[config.mk]
export PLATFORM = sky130hd
export DESIGN_NAME = seq_divider_4b
export DESIGN_NICKNAME = d
export VERILOG_FILES = /design/src/rtl/seq_divider_4b_pkg.sv /design/src/rtl/seq_divider_4b_div_trial_sub.sv /design/src/rtl/seq_divider_4b.sv
export SDC_FILE = /design/constraint.sdc
export NUM_CORES = 1
export LEC_CHECK = 0
export BUFFER_PORTS_ARGS = -buffer_cell sky130_fd_sc_hd__buf_2
export CAP_MARGIN = 25
export CORE_MARGIN = 5
export CORE_UTILIZATION = 58
export CTS_CLUSTER_DIAMETER = 150
export DETAILED_ROUTE_END_ITERATION = 6
export MAX_ROUTING_LAYER = met4
export PLACE_DENSITY_LB_ADDON = 0.12
export SLEW_MARGIN = 10
export SYNTH_ARGS = -nofsm -noshare
export SYNTH_HDL_FRONTEND = slang
export SYNTH_SLANG_ARGS = --single-unit
export TNS_END_PERCENT = 30
[constraint.sdc]
create_clock -name clk -period 3.7 [get_ports clk]
set_input_delay 0.37 -clock clk [delete_from_list [all_inputs] [get_ports clk]]
set_output_delay 0.37 -clock clk [all_outputs]
set_load 0.02 [all_outputs]
[src/rtl/seq_divider_4b_pkg.sv]
// Shared constants and state encoding for the sequential divider.
// Imported by the divider top and its trial-subtract unit.
package seq_divider_4b_pkg;

  localparam int DEF_WIDTH = 4;
  localparam int COUNT_W = $clog2(DEF_WIDTH);

  typedef enum logic [1:0] {
    IDLE = 2'd0,
    RUN  = 2'd1,
    DONE = 2'd2,
    DBZ  = 2'd3
  } state_t;

endpackage

[src/rtl/seq_divider_4b_div_trial_sub.sv]
// Trial subtract A - D as A + ~D + 1 on a ripple full-adder chain.
// Four data slices plus one extra slice for the partial remainder MSB.
module div_trial_sub
  import seq_divider_4b_pkg::*;
#(
  parameter int WIDTH = DEF_WIDTH
) (
  input  logic [WIDTH:0]   a,
  input  logic [WIDTH-1:0] d,
  output logic [WIDTH:0]   diff,
  output logic             no_borrow
);

  logic [WIDTH:0]   b;
  logic [WIDTH+1:0] c;

  assign b    = ~{1'b0, d};
  assign c[0] = 1'b1;

  for (genvar i = 0; i <= WIDTH; i++) begin : g_fa
    assign diff[i] = a[i] ^ b[i] ^ c[i];
    assign c[i+1]  = (a[i] & b[i]) | (c[i] & (a[i] ^ b[i]));
  end

  // carry out of the top slice means A >= D
  assign no_borrow = c[WIDTH+1];

endmodule

[src/rtl/seq_divider_4b.sv]
// Multi-cycle unsigned restoring divider with start/done handshake.
// One trial subtract per clock; results held until the next accept.
module seq_divider_4b
  import seq_divider_4b_pkg::*;
#(
  parameter int WIDTH = DEF_WIDTH
) (
  input  logic             clk,
  input  logic             rst,
  input  logic             start,
  input  logic [WIDTH-1:0] dividend,
  input  logic [WIDTH-1:0] divisor,
  output logic             busy,
  output logic             done,
  output logic [WIDTH-1:0] quotient,
  output logic [WIDTH-1:0] remainder,
  output logic             div_by_zero
);

  state_t state, state_nx;

  logic [WIDTH:0]   a_q;
  logic [WIDTH-1:0] q_q;
  logic [WIDTH-1:0] d_q;
  logic [COUNT_W-1:0] count;

  logic [WIDTH:0]   a_sh;
  logic [WIDTH:0]   diff;
  logic             no_borrow;
  logic [WIDTH:0]   a_nx;
  logic [WIDTH-1:0] q_nx;
  logic             accept;
  logic             last;

  assign a_sh = {a_q[WIDTH-1:0], q_q[WIDTH-1]};

  div_trial_sub #(.WIDTH(WIDTH)) u_sub (
    .a        (a_sh),
    .d        (d_q),
    .diff     (diff),
    .no_borrow(no_borrow)
  );

  assign a_nx   = no_borrow ? diff : a_sh;
  assign q_nx   = {q_q[WIDTH-2:0], no_borrow};
  assign accept = start && (state == IDLE || state == DONE);
  assign last   = (count == COUNT_W'(WIDTH - 1));

  assign busy = (state == RUN) || (state == DBZ);
  assign done = (state == DONE);

  // state register
  always_ff @(posedge clk or posedge rst) begin
    if (rst) state <= IDLE;
    else     state <= state_nx;
  end

  // next-state: zero divisor skips the iterations entirely
  always_comb begin
    state_nx = state;
    unique case (state)
      IDLE, DONE: begin
        if (state == DONE) state_nx = IDLE;
        if (start) state_nx = (divisor == '0) ? DBZ : RUN;
      end
      RUN:     if (last) state_nx = DONE;
      DBZ:     state_nx = DONE;
      default: state_nx = IDLE;
    endcase
  end

  // shift registers, counter and held result outputs
  always_ff @(posedge clk or posedge rst) begin
    if (rst) begin
      a_q         <= '0;
      q_q         <= '0;
      d_q         <= '0;
      count       <= '0;
      quotient    <= '0;
      remainder   <= '0;
      div_by_zero <= 1'b0;
    end else if (accept) begin
      a_q         <= '0;
      q_q         <= dividend;
      d_q         <= divisor;
      count       <= '0;
      div_by_zero <= 1'b0;
    end else if (state == RUN) begin
      a_q   <= a_nx;
      q_q   <= q_nx;
      count <= count + COUNT_W'(1);
      if (last) begin
        quotient  <= q_nx;
        remainder <= a_nx[WIDTH-1:0];
      end
    end else if (state == DBZ) begin
      quotient    <= '1;
      remainder   <= q_q;
      div_by_zero <= 1'b1;
    end
  end

endmodule
==> results by group <==
Power
  • Max VDD drop: 0.0005788 V
  • Leak Pwr: 0.6367 nW
  • Switching power: 554.0 uW
  • Power Internal: 747.1 uW
  • Power Density: 964.6 nW/um^2
  • Portion of total power attributed to sequential cells: 39.6%
  • Power share of the combinational group: 51.3%
  • Sw frac: 42.58%
  • Clk pwr share: 9.1%

CTS
  • Clk_lat worst skew: 0.30 ns
  • CTS root buf: clkbuf_4
  • Hold_buf cts: 0
  • Depth of the CTS H-tree: 1
  • CTS tree: built
  • Total clock sinks: 25
  • Post-CTS Repair Setup Buffers: 0
  • Maximum buffer depth of the clock tree: 2
  • CTS resizes: 0
  • Clk pin slew, worst setup/hold paths: 0.13 ns
  • TritonCTS buffer count: 3

Drt
  • WL/cell: 15.45 um
  • Number of remaining DRC errors: 0
  • Initial DRT Pass Iterations: 4
  • Vias per cell: 5.692
  • Final wirelength: 2410 um
  • Met2 wire len: 1176 um
  • Via Count: 888
  • M1 WL: 1131 um
  • Iter 0 DRT Violations: 11
  • Number of routed nets with antenna violations: 0
  • Metal3 WL: 89 um
  • Highest routed layer: met4

Final layout
  • Register area: 625.6 um^2
  • # nets final: 146
  • Utilization after layout: 68.06%
  • Area growth, synth to finish: 11.36%
  • Area of the multi-input gates: 520.5 um^2
  • # diodes: 0
  • Leading cell types in the layout, fill and taps excluded: dfrtp_1 (25), buf_2 (21), nand2_1 (18)
  • Commonest non-fill, non-tap cell in the layout: dfrtp_1
  • Filler instances: 167
  • Fraction of layout cells with a size suffix above 1: 23.26%

Placed design
  • HPWL after DPL: 1804 um
  • Port Buf Inserts: 21
  • GPL Wtd Cong: 0.7538

Timing
  • RSZ-0062 raised after global routing: false
  • Final Hold Fails: 0
  • TNS Setup: 0 ns
  • Tightest Pin Transition: 0.7193 ns
  • Clk_skew: 0.002507 ns
  • Period utilisation layout: 68.95%
  • Final setup fails: 0
  • Final critical-path required period: 2.551 ns
  • Min Hold Slack: 0.06214 ns
  • Fmax: 0.3920 GHz
  • Slew Viols, Final: 0
  • Rel. slew slack: 51.95%

Floorplan
  • Die Y: 55.70 um
  • Die W: 55.70 um
  • Initial cell density of the core: 61.11%
  • Die area: 3102 um^2
  • Number of I/O pins: 22
  • Row count: 16
  • Total core area: 1982 um^2

Critical path
  • CP Data Required Time: 3.96 ns
  • Worst setup startpoint: q_q[3]$_DFFE_PP0P_
  • Critical Path AT: 2.81 ns
  • CP Launch Type: flip-flop
  • Kind of end point of the critical path: flip-flop
  • Reg-to-Reg Start: q_q[3]$_DFFE_PP0P_
  • Worst Path Max Fanout: 6
  • Kind of critical path: flip-flop to flip-flop

Logic synthesis
  • Synth Flop Type: dfrtp_1
  • Ys Warns: 0
  • Post-Synthesis Cells: 110
  • Flops & latches, synth: 25
  • Mapped Avg Cell Area: 11.01 um^2
  • Library cells used by synthesis: 33
  • Post-synth net total: 126
  • Post-Syn Area: 1211 um^2
  • Seq/Total Area, Yosys: 51.65%
  • Post-synth EDFFs: 0
  • Asr flop ratio synth: 100.0%

GRT
  • Number of global-route vias before repair: 940
  • Initial antenna violation count: 0
  • First-pass GRT wire length: 4388 um
  • Largest net degree at the start of global routing: 26
  • Overflow after GRT: 0
  • GRT Overall Usage: 17.98%

Run status
  • Status: finished clean

Run
  • Max-Cap Viols: 0

Min path
  • Worst Hold Class: primary input to asynchronous set/reset pin
-- worst max-delay path, stage by stage (launching register included) --
cell and delay [ns]:
dfrtp_1 0.34, inv_1 0.07, ha_1 0.21, fa_1 0.38
fa_1 0.39, fa_1 0.37, nand2b_1 0.26, mux2i_1 0.31
o21ba_2 0.17
-- final timing paths --
kind / endpoint / slack (ns) / depth (start not counted)
max: remainder[2]$_DFFE_PP0P_ / 1.15 / 8
max in group asynchronous: quotient[3]$_DFFE_PP0P_ / 3.18 / 3
min in group clk: d_q[0]$_DFFE_PP0P_ / 0.25 / 3
min: quotient[2]$_DFFE_PP0P_ / 0.06 / 2
max reg2reg: remainder[2]$_DFFE_PP0P_ / 1.15 / 8
min reg2reg: d_q[0]$_DFFE_PP0P_ / 0.51 / 2
-- registers in the layout, summed over array words and instances (netlist names) --
name and flops:
q_q 4, div_by_zero 1, state 2, d_q 4
quotient 4, a_q 4, count 2, remainder 4
-- cell type report --
| cell class | count | share of cell area (%) |
|---|---|---|
| Timing Repair Buffer | 22 | 8.905 |
| Inverter | 6 | 1.670 |
| Multi-Input combinational cell | 72 | 38.59 |
| Clock buffer | 4 | 1.948 |
| Tap cell | 27 | 2.505 |
| Sequential cell | 25 | 46.38 |
-- routing by layer --
metal,GRT usage [%],up-vias
met1,24.89,445
met2,27.36,19
li1,-,422
met4,4.861,0
met3,3.016,2
met5,-,-
-- kinds of logic (layout without fill, tap and decap cells) --
| logic type | after synthesis | in the layout | synth area share, % |
|---|---|---|---|
| DFF | 25 | 25 | 51.65 |
| AOI/OAI and AO/OA | 29 | 29 | 18.60 |
| adders and majority gates | 5 | 5 | 7.025 |
| muxes | 5 | 5 | 4.132 |
| buffers and inverters | 13 | 32 | 5.372 |
| and+or+nand+nor | 33 | 33 | 13.22 |
-- Yosys cell counts (2+ instances only) --
library cell | number | area, um^2
a22o_1 | 5 | 43.79
buf_2 | 4 | 20.02
dfrtp_1 | 25 | 625.6
fa_1 | 3 | 60.06
ha_1 | 2 | 25.02
inv_1 | 6 | 22.52
mux2i_1 | 5 | 50.05
nand2_1 | 18 | 67.56
nand2b_1 | 3 | 18.77
nand3b_1 | 2 | 15.01
nor2_1 | 2 | 7.510
nor2b_1 | 2 | 12.51
nor3_1 | 2 | 10.01
o21ai_0 | 7 | 35.03
o21ai_1 | 2 | 10.01
o22a_1 | 5 | 43.79
-- power by group through the flow --
stage	clock network, mW	registers [mW]	logic (mW)
CTS	0.123	0.514	0.674
finish	0.119	0.515	0.667
floorplan	0	0.527	0.519
global placement	0	0.517	0.651
global route	0.139	0.535	0.759
detailed placement	0	0.521	0.670
-- through the flow --
stage          cell area [um^2]  std cells  setup slack [ns]  total power [mW]
6_report                   1349        156             1.149             1.301
5_1_grt                    1349        156             1.007             1.432
4_1_cts                    1334        155             1.137             1.311
3_5_place_dp               1308        151             1.186             1.191
3_3_place_gp               1308        151             1.193             1.168
2_1_floorplan              1211        110             1.352             1.046
Power figures use the tool's default switching activity.
